## src/rtl/datapath_cfg_ctrl.sv

```systemverilog
// datapath_cfg_ctrl: gamma LUT loader and enable sequencer for one datapath channel
module datapath_cfg_ctrl #(
  parameter int DATA_W     = 8,
  parameter int LUT_DEPTH  = 256,
  parameter int PIPE_DEPTH = 4,
  parameter int CP_TIMEOUT = 8
) (
  input  logic              clk,
  input  logic              resetN,
  input  logic              cfg_start,
  input  logic              cfg_g_en,
  input  logic              cfg_c_en,
  input  logic              cfg_b_en,
  output logic [DATA_W-1:0] lut_rd_addr,
  input  logic [DATA_W-1:0] lut_rd_data,
  input  logic              cp_invalid,
  input  logic              pix_valid_in,
  input  logic              pix_last_in,
  output logic              glut_write_en_n,
  output logic [DATA_W-1:0] glut_from,
  output logic [DATA_W-1:0] glut_to,
  output logic              g_en,
  output logic              c_en,
  output logic              b_en,
  output logic              datapath_ready,
  output logic              busy,
  output logic              cfg_done,
  output logic              err_cp
);
  localparam int CW = $clog2(CP_TIMEOUT + 1);
  localparam int FW = $clog2(PIPE_DEPTH + 1);
  localparam logic [CW-1:0] CP_LAST = CW'(CP_TIMEOUT - 1);
  localparam logic [FW-1:0] FL_LAST = FW'(PIPE_DEPTH);
  localparam logic [DATA_W-1:0] ADDR_LAST = DATA_W'(LUT_DEPTH - 1);
  typedef enum logic [2:0] {IDLE, LOAD, WAIT_CP, RUN, DRAIN} state_t;
  state_t state;
  logic sg, sc, sb;
  logic rd_v, p_v;
  logic [DATA_W-1:0] p_a;
  logic frame_done;
  logic pix_end;
  logic [CW-1:0] cp_cnt;
  logic [FW-1:0] fl_cnt;
  assign pix_end = pix_valid_in & pix_last_in;
  // Sequencer: rd_v marks an issued RAM read, p_v/p_a delay it one cycle to meet the RAM data
  always_ff @(posedge clk) begin
    if (!resetN) begin
      state           <= IDLE;
      {sg, sc, sb}    <= '0;
      rd_v            <= 1'b0;
      p_v             <= 1'b0;
      p_a             <= '0;
      frame_done      <= 1'b0;
      cp_cnt          <= '0;
      fl_cnt          <= '0;
      lut_rd_addr     <= '0;
      glut_write_en_n <= 1'b1;
      glut_from       <= '0;
      glut_to         <= '0;
      {g_en, c_en, b_en} <= '0;
      datapath_ready  <= 1'b0;
      busy            <= 1'b0;
      cfg_done        <= 1'b0;
      err_cp          <= 1'b0;
    end else begin
      cfg_done <= 1'b0;
      err_cp   <= 1'b0;
      p_v      <= rd_v;
      p_a      <= lut_rd_addr;
      case (state)
        IDLE: if (cfg_start) begin
          {sg, sc, sb} <= {cfg_g_en, cfg_c_en, cfg_b_en};
          lut_rd_addr  <= '0;
          rd_v         <= 1'b1;
          busy         <= 1'b1;
          state        <= LOAD;
        end
        LOAD: begin
          glut_write_en_n <= ~p_v;
          glut_from       <= p_a;
          glut_to         <= lut_rd_data;
          if (rd_v && lut_rd_addr == ADDR_LAST) rd_v <= 1'b0;
          else if (rd_v) lut_rd_addr <= lut_rd_addr + 1'b1;
          if (!rd_v && !p_v && !glut_write_en_n) begin
            cp_cnt <= '0;
            state  <= WAIT_CP;
          end
        end
        WAIT_CP: if (!sc || !cp_invalid || cp_cnt == CP_LAST) begin
          g_en           <= sg;
          c_en           <= sc & ~cp_invalid;
          b_en           <= sb;
          err_cp         <= sc & cp_invalid;
          datapath_ready <= 1'b1;
          cfg_done       <= 1'b1;
          busy           <= 1'b0;
          state          <= RUN;
        end else cp_cnt <= cp_cnt + 1'b1;
        RUN: if (cfg_start) begin
          {sg, sc, sb}   <= {cfg_g_en, cfg_c_en, cfg_b_en};
          frame_done     <= pix_end;
          datapath_ready <= ~pix_end;
          fl_cnt         <= '0;
          busy           <= 1'b1;
          state          <= DRAIN;
        end
        DRAIN: if (!frame_done) begin
          frame_done     <= pix_end;
          datapath_ready <= ~pix_end;
        end else if (fl_cnt == FL_LAST) begin
          {g_en, c_en, b_en} <= '0;
          lut_rd_addr <= '0;
          rd_v        <= 1'b1;
          state       <= LOAD;
        end else fl_cnt <= fl_cnt + 1'b1;
        default: state <= IDLE;
      endcase
    end
  end
endmodule

```

## config.mk

```make
export PLATFORM = sky130hd
export DESIGN_NAME = datapath_cfg_ctrl
export DESIGN_NICKNAME = d
export VERILOG_FILES = /design/src/rtl/datapath_cfg_ctrl.sv
export SDC_FILE = /design/constraint.sdc
export NUM_CORES = 1
export LEC_CHECK = 0
export ABC_AREA = 1
export CORE_ASPECT_RATIO = 0.8
export CORE_UTILIZATION = 35
export CTS_CLUSTER_DIAMETER = 50
export DETAILED_ROUTE_END_ITERATION = 6
export PLACE_DENSITY = 0.57
export SETUP_SLACK_MARGIN = 0.2
export SLEW_MARGIN = 20
export SYNTH_ARGS = -nofsm -noshare
export SYNTH_HDL_FRONTEND = slang
export SYNTH_SLANG_ARGS = --single-unit
```

## constraint.sdc

```tcl
create_clock -name clk -period 1.5 [get_ports clk]
set_clock_uncertainty 0.2 [all_clocks]
set_input_delay 0.3 -clock clk [delete_from_list [all_inputs] [get_ports clk]]
set_output_delay 0.3 -clock clk [all_outputs]
set_load 0.03 [all_outputs]
```

==> summary.md <==
The run finished, with violations left. The checks that failed: negative setup slack. The die area is 0.00735 mm². Yosys mapped a number of flops with a built-in enable equal to 0.

Across the run, the number of max-cap violations was 0. The net count of the finished layout is 469. IR analysis of the VDD net gives a maximum drop of 0.831 mV.

The overall routing resource usage was 0.184. The count of buffers added on input and output ports is 48. The min-delay analysis places its worst path in the category reg2reg. For the number of antenna violations at the first check in global routing, the log shows 0. The tools report the start point of the critical path as lut_rd_addr[0]. The most used flip-flop cell after synthesis is sky130_fd_sc_hd__dfxtp_1. The minimum clock period was 1.63 ns. Counting every net in the synthesized netlist gives 353.

For this run, design rule violations remaining after detail routing come to 0. The share of layout cells above drive strength 1 was 0.543. Routability-driven placement finished with a final weighted congestion of 0.811. Fraction of the core area covered by cells at the end of the flow: 0.651. The most common cell in the synthesized netlist is sky130_fd_sc_hd__nor2_1.

The largest fanout on the critical path came out at 8. The Yosys step of the flow raised 0 warnings. The worst slew margin relative to its limit is 0.769. The tools report the register area share after synthesis as 0.457. The H-tree was split into 2 levels. The number of unique standard cell types used by synthesis came out at 32. Yosys attributes the largest share of cell area to sky130_fd_sc_hd__dfxtp_1, sky130_fd_sc_hd__nor2_1, sky130_fd_sc_hd__nand2_1, sky130_fd_sc_hd__inv_1, sky130_fd_sc_hd__o21ai_0.

Total congestion overflow after global routing: 0. The worst setup path is of the reg2reg kind. Counting the buffers created by CTS gives 5. For this design the ratio of total power to cell area is 1750 mW/mm². STA puts the critical path data required time at 1.55 ns. Dividing the detail-routed via count by the number of cells gives 4.68. STA puts the critical path data arrival time at 1.68 ns. The later pin in the worst-skew pair is clocked with a latency of 0.31 ns.

The count of clock tree sinks was 56. The worst setup path is launched from a register. Before antenna repair, the detailed router went through 5 iterations. The library cell with the largest summed area after synthesis was sky130_fd_sc_hd__dfxtp_1. From bottom edge to top edge, the die measures 76.9 µm.

The start point of the worst hold path was sg. The logs give 0.00245 mm² for the synthesized area and -0.128 ns for the worst setup slack after layout. For the total wire length, the log shows 6.76 mm.

The detailed route wirelength on metal2 came out at 3.16 mm. The logs give 2,497 for the total number of vias and 81 for the violation count after the first detailed-routing iteration. The area growth from synthesis to layout is 74.2%.

Setup repair after global routing could not meet its margin everywhere. The tools report the post-cts hold buffer count as 0. Launch instance of the worst register-to-register path: lut_rd_addr[0]. Worst slack on hold paths: 0.262 ns. Setup violations remaining at the end of the flow were counted as 36.

The analysis attributes to cell leakage a power of 0.00185 µW. The run gives 7490 µW as the total chip power. Wire length per cell: 12.7 µm. The highest attainable clock frequency came out at 614 MHz.

Ranked by instance count, the synthesized netlist is headed by sky130_fd_sc_hd__nor2_1, sky130_fd_sc_hd__dfxtp_1, sky130_fd_sc_hd__nand2_1. No sink is reached through more buffers than the 2 on the longest clock path. The count of nets left with antenna violations after detail routing is 0, and the clock-pin slew on the worst setup and hold paths is 0.11 ns.

The die boundary width is 95.6 µm. The number of cells produced by synthesis is 332. In the detailed route, the total length drawn on met3 is 251 µm. Synthesis inferred 56 register bits. The number of failing hold endpoints at the final stage was 0; the proportion of netlist area held by the largest area contributor was 0.457. The logs give 0 for the max-slew violation total from the final report and 0.00657 mm² for the area of the core. The actual slew at the worst max-slew pin is 0.346 ns. The final period utilization came out at 1.09. Fraction of synthesis flops using an asynchronous set or reset pin: 0. The root cell of the clock tree is sky130_fd_sc_hd__clkbuf_8.

The wire length of the first global-routing pass was 10.8 mm; the standard-cell row count was 26. The highest routed metal layer is met4. Entering global routing, the biggest net connects 26 pins. The final HPWL from detailed placement came out at 4.44 mm. Synthesized area per cell: 7.39 µm². The worst setup path is captured at a register. The logs give 0.373 for the initial core utilization and 2,322 for the via count of the first global-routing pass.

The setup slack after placement was -0.345 ns. The number of antenna diodes in the final layout is 0. TritonCTS built the clock tree.

During I/O placement, the number of pins put on the boundary was 49. After detailed routing, the wire length on met1 is 3.30 mm.
-- cell usage in the layout, fill, tap and decap left out, types with 2 or more instances in the layout --
cell type,n
sky130_fd_sc_hd__xor2_1,4
sky130_fd_sc_hd__dfxtp_2,31
sky130_fd_sc_hd__a21oi_2,11
sky130_fd_sc_hd__buf_4,49
sky130_fd_sc_hd__o21ai_0,18
sky130_fd_sc_hd__nor3_4,2
sky130_fd_sc_hd__o21ai_1,6
sky130_fd_sc_hd__nand3_1,14
sky130_fd_sc_hd__inv_2,11
sky130_fd_sc_hd__buf_12,5
sky130_fd_sc_hd__clkdlybuf4s50_1,14
sky130_fd_sc_hd__buf_8,2
sky130_fd_sc_hd__nand2_4,6
sky130_fd_sc_hd__nand2_2,11
sky130_fd_sc_hd__nor2_4,22
sky130_fd_sc_hd__nand2_1,43
sky130_fd_sc_hd__clkbuf_8,5
sky130_fd_sc_hd__nand3_2,3
sky130_fd_sc_hd__buf_6,46
sky130_fd_sc_hd__nand3_4,5
sky130_fd_sc_hd__nor2_1,39
sky130_fd_sc_hd__dfxtp_1,18
sky130_fd_sc_hd__dfxtp_4,7
sky130_fd_sc_hd__inv_1,29
sky130_fd_sc_hd__inv_4,3
sky130_fd_sc_hd__inv_6,2
sky130_fd_sc_hd__nand4_1,3
sky130_fd_sc_hd__nor2_2,6
sky130_fd_sc_hd__a21oi_1,12
sky130_fd_sc_hd__o21ai_2,3
sky130_fd_sc_hd__dlygate4sd2_1,2
sky130_fd_sc_hd__ha_4,3
sky130_fd_sc_hd__nor3_2,2
-- worst max-delay path: stages (launching register included) --
cell                      delay [ns]
sky130_fd_sc_hd__dfxtp_4        0.38
sky130_fd_sc_hd__ha_4           0.16
sky130_fd_sc_hd__nand2_2        0.09
sky130_fd_sc_hd__nor2_4         0.05
sky130_fd_sc_hd__a21oi_4        0.18
sky130_fd_sc_hd__nand3_4        0.14
sky130_fd_sc_hd__nand2_4        0.16
sky130_fd_sc_hd__nand2_2        0.07
sky130_fd_sc_hd__a21oi_2        0.13
-- through the flow --
| step | cell area, µm² | cells | TNS [ns] |
|---|---|---|---|
| global placement | 3460 | 504 | -8.83 |
| floorplan | 2600 | 332 | -0.182 |
| CTS | 3980 | 523 | -0.700 |
| finish | 4280 | 533 | -1.81 |
| detailed placement | 3460 | 504 | -10.15 |
| global route | 4280 | 533 | -4.46 |
-- layout make-up --
type                       count  area (µm²)
clock buffer                   5        68.8
sequential                    56        1190
timing repair buffer         118        1170
clock inverter                 3        25.0
tap                           84         105
fill                         575        2300
multi-input combinational    224        1550
inverter                      43         169
-- registers in the layout, summed over array words and instances, names as in the netlist, 3 cells and up --
name         flops
cp_cnt           4
state            3
glut_from        8
fl_cnt           3
glut_to          8
p_a              8
lut_rd_addr      8
-- power by group --
| group | internal (µW) | switching (µW) |
|---|---|---|
| sequential | 1940 | 357 |
| combinational | 2050 | 2250 |
| clock | 342 | 542 |
-- repair_timing --
action                                  CTS  global route
setup buffers                            11            10
pin swaps                                23            19
resized for setup                       182            54
endpoints found under the setup margin   81            79
-- worst paths after layout --
kind	depth (start not counted)	end	slack [ns]
hold reg to reg	2	sg	0.26
setup reg to reg	8	lut_rd_addr[5]	-0.13
setup / recovery	8	lut_rd_addr[5]	-0.13
hold / removal	2	sg	0.26
-- routing by layer --
| metal | vias to the layer above | global-route usage |
|---|---|---|
| li1 | 1290 | - |
| met2 | 51 | 0.290 |
| met4 | 0 | 0.0433 |
| met1 | 1152 | 0.258 |
| met5 | - | 0 |
| met3 | 4 | 0.0357 |
-- kinds of logic after synthesis --
group | after synthesis | share of synthesized area
XOR/XNOR | 4 | 0.0143
AO/OA/AOI/OAI | 56 | 0.129
AND/OR/NAND/NOR | 160 | 0.299
flip-flops | 56 | 0.457
adder cells (fa/ha/maj) | 4 | 0.0204
buffers and inverters | 52 | 0.0801
Note: power is estimated with default switching activity, not from simulation.
